===== src/rtl/stall_flush_ctrl_pkg.sv =====
// Shared types for the pipeline hazard controller: FSM state encoding and
// perf-counter slot indices.
package rv32i_types;

    typedef enum logic [1:0] {
        ST_RUN   = 2'd0,
        ST_DWAIT = 2'd1,
        ST_IWAIT = 2'd2,
        ST_RHOLD = 2'd3
    } ctrl_state_t;

    localparam int PERF_DMISS = 0;
    localparam int PERF_IMISS = 1;
    localparam int PERF_LUSE  = 2;
    localparam int PERF_FLUSH = 3;
    localparam int NUM_PERF   = 4;

endpackage


===== src/rtl/stall_flush_ctrl_sat_counter.sv =====
// Saturating event counter. A clear takes priority over an increment.
module sat_counter #(
    parameter int CNT_W = 32
) (
    input  logic             clk,
    input  logic             rst,
    input  logic             inc,
    input  logic             clr,
    output logic [CNT_W-1:0] cnt
);

    logic [CNT_W-1:0] r_cnt;

    always_ff @(posedge clk or posedge rst) begin
        if (rst)
            r_cnt <= '0;
        else if (clr)
            r_cnt <= '0;
        else if (inc && (r_cnt != {CNT_W{1'b1}}))
            r_cnt <= r_cnt + 1'b1;
    end

    assign cnt = r_cnt;

endmodule


===== src/rtl/stall_flush_ctrl.sv =====
// Pipeline stall/flush controller: combinational hazard resolution, a wait-state
// FSM feeding a hang watchdog, and per-cause performance counters.
module stall_flush_ctrl
    import rv32i_types::*;
#(
    parameter int NUM_STAGES = 5,
    parameter int EX_STAGE   = 2,
    parameter int MEM_STAGE  = 3,
    parameter int CNT_W      = 32,
    parameter int TIMEOUT    = 1023
) (
    input  logic                        clk,
    input  logic                        rst,
    input  logic                        i_read,
    input  logic                        i_resp,
    input  logic                        d_read,
    input  logic                        d_write,
    input  logic                        d_resp,
    input  logic                        ex_is_load,
    input  logic [4:0]                  ex_rd,
    input  logic [4:0]                  id_rs1,
    input  logic [4:0]                  id_rs2,
    input  logic                        redirect,
    input  logic                        perf_clr,
    output logic [NUM_STAGES-1:0]       stall,
    output logic [NUM_STAGES-1:0]       bubble,
    output logic [1:0]                  state_o,
    output logic                        hang,
    output logic [3:0][CNT_W-1:0]       perf_cnt
);

    localparam int WD_W = $clog2(TIMEOUT + 1);

    logic              w_dmiss, w_imiss, w_luse;
    logic [3:0]        w_win;
    ctrl_state_t       r_state, w_state_nxt;
    logic [WD_W-1:0]   r_wd, w_wd_nxt;
    logic              r_hang;

    assign w_dmiss = (d_read | d_write) & ~d_resp;
    assign w_imiss = i_read & ~i_resp;
    assign w_luse  = ex_is_load & (ex_rd != 5'd0) & ((ex_rd == id_rs1) | (ex_rd == id_rs2));

    // Exactly one cause wins each cycle; redirect+imiss is still a redirect cycle.
    assign w_win[PERF_DMISS] = w_dmiss;
    assign w_win[PERF_FLUSH] = ~w_dmiss & redirect;
    assign w_win[PERF_LUSE]  = ~w_dmiss & ~redirect & w_luse;
    assign w_win[PERF_IMISS] = ~w_dmiss & ~redirect & ~w_luse & w_imiss;

    always_comb begin
        stall  = '0;
        bubble = '0;
        for (int i = 0; i < NUM_STAGES; i++) begin
            if (w_dmiss) begin
                stall[i]  = (i <= MEM_STAGE);
                bubble[i] = (i == MEM_STAGE + 1);
            end else if (redirect && w_imiss) begin
                // Keep the branch in EX until fetch settles so the target is not lost.
                stall[i]  = (i <= EX_STAGE);
            end else if (redirect) begin
                bubble[i] = (i >= 1) && (i <= EX_STAGE);
            end else if (w_luse) begin
                stall[i]  = (i <= 1);
                bubble[i] = (i == 2);
            end else if (w_imiss) begin
                stall[i]  = (i == 0);
                bubble[i] = (i == 1);
            end
        end
    end

    always_comb begin
        w_state_nxt = ST_RUN;
        if (w_dmiss)
            w_state_nxt = ST_DWAIT;
        else if (redirect && w_imiss)
            w_state_nxt = ST_RHOLD;
        else if (w_imiss)
            w_state_nxt = ST_IWAIT;
    end

    always_comb begin
        w_wd_nxt = '0;
        if (r_state != ST_RUN)
            w_wd_nxt = (r_wd == WD_W'(TIMEOUT)) ? r_wd : r_wd + 1'b1;
    end

    always_ff @(posedge clk or posedge rst) begin
        if (rst) begin
            r_state <= ST_RUN;
            r_wd    <= '0;
            r_hang  <= 1'b0;
        end else begin
            r_state <= w_state_nxt;
            r_wd    <= w_wd_nxt;
            r_hang  <= r_hang | (w_wd_nxt == WD_W'(TIMEOUT));
        end
    end

    assign state_o = r_state;
    assign hang    = r_hang;

    for (genvar k = 0; k < NUM_PERF; k++) begin : g_perf
        sat_counter #(.CNT_W(CNT_W)) u_cnt (
            .clk (clk),
            .rst (rst),
            .inc (w_win[k]),
            .clr (perf_clr),
            .cnt (perf_cnt[k])
        );
    end

endmodule


===== config.mk =====
export PLATFORM = sky130hd
export DESIGN_NAME = stall_flush_ctrl
export DESIGN_NICKNAME = d
export VERILOG_FILES = /design/src/rtl/stall_flush_ctrl_pkg.sv /design/src/rtl/stall_flush_ctrl_sat_counter.sv /design/src/rtl/stall_flush_ctrl.sv
export SDC_FILE = /design/constraint.sdc
export NUM_CORES = 1
export LEC_CHECK = 0
export ABC_CLOCK_PERIOD_IN_PS = 2680
export CORE_ASPECT_RATIO = 1.2
export CORE_MARGIN = 3
export CORE_UTILIZATION = 41
export CTS_BUF_LIST = sky130_fd_sc_hd__clkbuf_8
export DETAILED_ROUTE_END_ITERATION = 10
export PLACE_DENSITY_LB_ADDON = 0.15
export REMOVE_ABC_BUFFERS = 1
export SKIP_LAST_GASP = 1
export SYNTH_ARGS = -nofsm -noshare
export SYNTH_HDL_FRONTEND = slang
export SYNTH_HIERARCHICAL = 1
export SYNTH_SLANG_ARGS = --single-unit

===== constraint.sdc =====
create_clock -name clk -period 2.68 [get_ports clk]
set_clock_uncertainty 0.2 [all_clocks]
set_input_delay 0.402 -clock clk [delete_from_list [all_inputs] [get_ports clk]]
set_output_delay 0.402 -clock clk [all_outputs]
set_load 0.05 [all_outputs]

==> flow_summary.json <==
{
  "setup_viol": 0,
  "clock-root-buffer": "clkbuf_8",
  "start_kind": "input pin",
  "dp.cells": 1410,
  "final_cell_mix": "buf_4 (177), dfrtp_1 (141), clkdlybuf4s50_1 (139)",
  "drive_gt1_share_pct": 23.2,
  "status": "finished, final reports clean",
  "maxSlewViolCount": 0,
  "worst_pin_slew_ns": 0.795,
  "drtAntennaViolNets": 0,
  "synth_simple_gate_area_share_pct": 26.0,
  "synth.largest_area_cell": "dfrtp_1",
  "ys_seq_area_share_pct": 44.8,
  "p_leak_nw": 4.62,
  "seq_area_sq_um": 3530,
  "maxSlewHeadroom_pct": 46.4,
  "synth_fa_ha_area_share_pct": 0.794,
  "dieHeight_um": 158,
  "met1_usage_pct": 26.6,
  "antenna_found_initial": 0,
  "wirelength_um": 22300,
  "busiest_layer": "met2",
  "crit_type": "in2reg",
  "synth_compound_area_share_pct": 21.1,
  "use_met3_pct": 5.37,
  "path_cells": "dlygate4sd2_1, xnor2_1, nand2_1, o22ai_1, buf_4, nand3_4, nor3_2, buf_4, nand4_1, nor3_2, o311ai_2, buf_4, or4_1, a21oi_1",
  "nFillCells": 1625,
  "place_congestion": 0.855,
  "cts_buffers": 17,
  "synth_cells": 853,
  "critPathSlowestCell": "or4_1",
  "grt_pass1_vias": 7946,
  "yosysTopAreaCellShare_pct": 44.8,
  "core_area_sq_um": 18500,
  "hold_viol": 0,
  "grt_pass1_wl_um": 36900,
  "cts_sinks": 141,
  "timing.fmax_mhz": 379,
  "drv_cap": 0,
  "multi_input_area_sq_um": 4250,
  "die_area_sq_um": 20900,
  "final_nets": 1216,
  "period_share_pct": 98.5,
  "synth_top_family_by_area": "simple AND/OR/NAND/NOR gates",
  "start_util_pct": 42.5,
  "min_period_ns": 2.64,
  "cpMostUsedCell": "buf_4",
  "synth_edf_count": 0,
  "cts_tree": "built",
  "netlist_top_cells_area": "dfrtp_1 (45%), a21oi_1 (7.1%), o31ai_1 (5.7%), or4_1 (5.3%), or3_1 (4.0%)",
  "grt.overflow.total": 0,
  "cp.arrival_ns": 2.82,
  "hpwl_um": 16000,
  "ys_seq_elements": 141,
  "clk-insertion-delay-late_ns": 0.45,
  "synth-xor-area-share_pct": 2.67,
  "h-tree-depth": 4,
  "final_cells": 1450,
  "postSynthAreaPerCell_sq_um": 9.23,
  "syn_area_sq_um": 7880,
  "cp_data_required_time_ns": 2.86,
  "final_util_pct": 62.9,
  "placement.io_buffers": 162,
  "async_flop_share_pct": 100,
  "wire_per_inst_um": 15.4,
  "ir_worst_vdd_v": 0.000239,
  "antenna_cells": 0,
  "synth.distinct_cells": 50,
  "grt_util_met2_pct": 35.8,
  "cts_buffer_depth": 2,
  "p_per_area_nw_per_um2": 366,
  "critical-path-max-stage-delay_ns": 0.52,
  "yosys_warnings": 6,
  "path_clk_slew_ns": 0.09,
  "ios": 166,
  "cp_max_fo": 6,
  "drt_iter0_drc": 434,
  "grt_use_total_pct": 21.1,
  "synthToLayoutAreaGrowth_pct": 47.9,
  "vias": 8197,
  "synth_flop_cell": "dfrtp_1",
  "vias_per_cell": 5.65,
  "ctsHoldBuffers": 0,
  "muxShareOfSynthArea_pct": 0.763,
  "min_path_type": "in2reg",
  "num_rows": 54,
  "final_common_cell": "buf_4",
  "die_w_um": 133,
  "drt-pass1-iter-count": 5,
  "end_kind": "flop",
  "grt_max_degree": 41,
  "drc": 0
}
state kept, by name, indices dropped and copies added (netlist names):
| register | count |
|---|---|
| state_o | 2 |
| hang | 1 |
| r_wd | 10 |
| g_perf.u_cnt/cnt | 128 |
cells in the mapped netlist (all sizes together), types with 2 or more instances:
master	instances
xnor2	20
and2	4
o22ai	4
or4	60
inv	34
nand2	54
o211a	4
dfrtp	141
o21ai	52
o311ai	8
nor4	12
a31oi	2
o41ai	8
or3	54
and3	15
o31ai	60
buf	14
o31a	4
o21ba	4
clkbuf	17
and4	16
xor2	4
mux2i	6
nor2	40
nand3	48
nor3	8
nand4	31
ha	5
a21oi	112
layout make-up:
| class | count | share of cell area [%] |
|---|---|---|
| sequential | 141 | 30.3 |
| timing repair buffer | 343 | 26.1 |
| multi-input combinational | 649 | 36.5 |
| inverter | 34 | 1.10 |
| tap | 252 | 2.71 |
| clock inverter | 13 | 1.22 |
| clock buffer | 18 | 2.13 |
logic make-up after synthesis:
| family | count (synthesis) |
|---|---|
| adder cells (fa/ha/maj) | 5 |
| flip-flops | 141 |
| multiplexers | 6 |
| other | 1 |
| AO/OA/AOI/OAI | 265 |
| XOR/XNOR | 24 |
| AND/OR/NAND/NOR | 346 |
| buffers and inverters | 65 |
critical path, delay by kind of cell:
kind,cells,cell delay (ns)
and+or+nand+nor,6,1.13
buffers and inverters,4,0.71
xor gates and xnor gates,1,0.14
AOI/OAI and AO/OA,3,0.44
worst paths after layout:
| kind | start | endpoint | slack (ns) | cells after the start |
|---|---|---|---|---|
| worst max-delay path | id_rs2[0] | g_perf[2].u_cnt/cnt[27]$_DFFE_PP0P_ | 0.04 | 14 |
| worst min-delay path | perf_clr | g_perf[3].u_cnt/cnt[17]$_DFFE_PP0P_ | 0.19 | 2 |
| worst max register to register | g_perf[0].u_cnt/cnt[7]$_DFFE_PP0P_ | g_perf[0].u_cnt/cnt[28]$_DFFE_PP0P_ | 0.12 | 6 |
| worst min register to register | hang$_DFF_PP0_ | hang$_DFF_PP0_ | 0.30 | 1 |
| max in group asynchronous | rst | g_perf[2].u_cnt/cnt[9]$_DFFE_PP0P_ | 1.62 | 3 |
| min in group asynchronous | rst | r_wd[5]$_DFF_PP0_ | 0.29 | 2 |
power by group:
group          internal (mW)  total (mW)  switching [mW]
registers               2.14        2.16          0.0169
clock network          0.849        1.70           0.854
logic                  0.156       0.398           0.242
total                   3.15        4.26            1.11
repair_timing:
item                                    in CTS  in global routing
gates resized for setup                     29                 42
pin swaps                                   24                 25
cloned                                       2                  0
endpoints found under the setup margin      51                 71
setup buffers                                5                  3
stage by stage:
| step | setup slack (ns) | hold slack, ns | total power [mW] | area [sq um] | TNS, ns |
|---|---|---|---|---|---|
| 2_1_floorplan | -1.32 | 0.0790 | 2.37 | 7710 | -73.26 |
| 3_3_place_gp | -0.752 | 0.279 | 2.59 | 11000 | -46.89 |
| 3_5_place_dp | -0.811 | 0.277 | 2.60 | 11000 | -49.23 |
| 4_1_cts | 0.00765 | 0.151 | 4.32 | 11500 | 0 |
| 5_1_grt | -0.0346 | 0.167 | 4.45 | 11600 | -0.0661 |
| 6_report | 0.0401 | 0.187 | 4.26 | 11600 | 0 |
layer usage:
layer	vias up	wire length, um	part of all wire [%]
met5	-	0	0
met4	0	325	1.5
met3	29	1240	5.6
met2	229	10900	49
met1	3975	9820	44
li1	3964	-	-
Power figures use the tool's default switching activity.
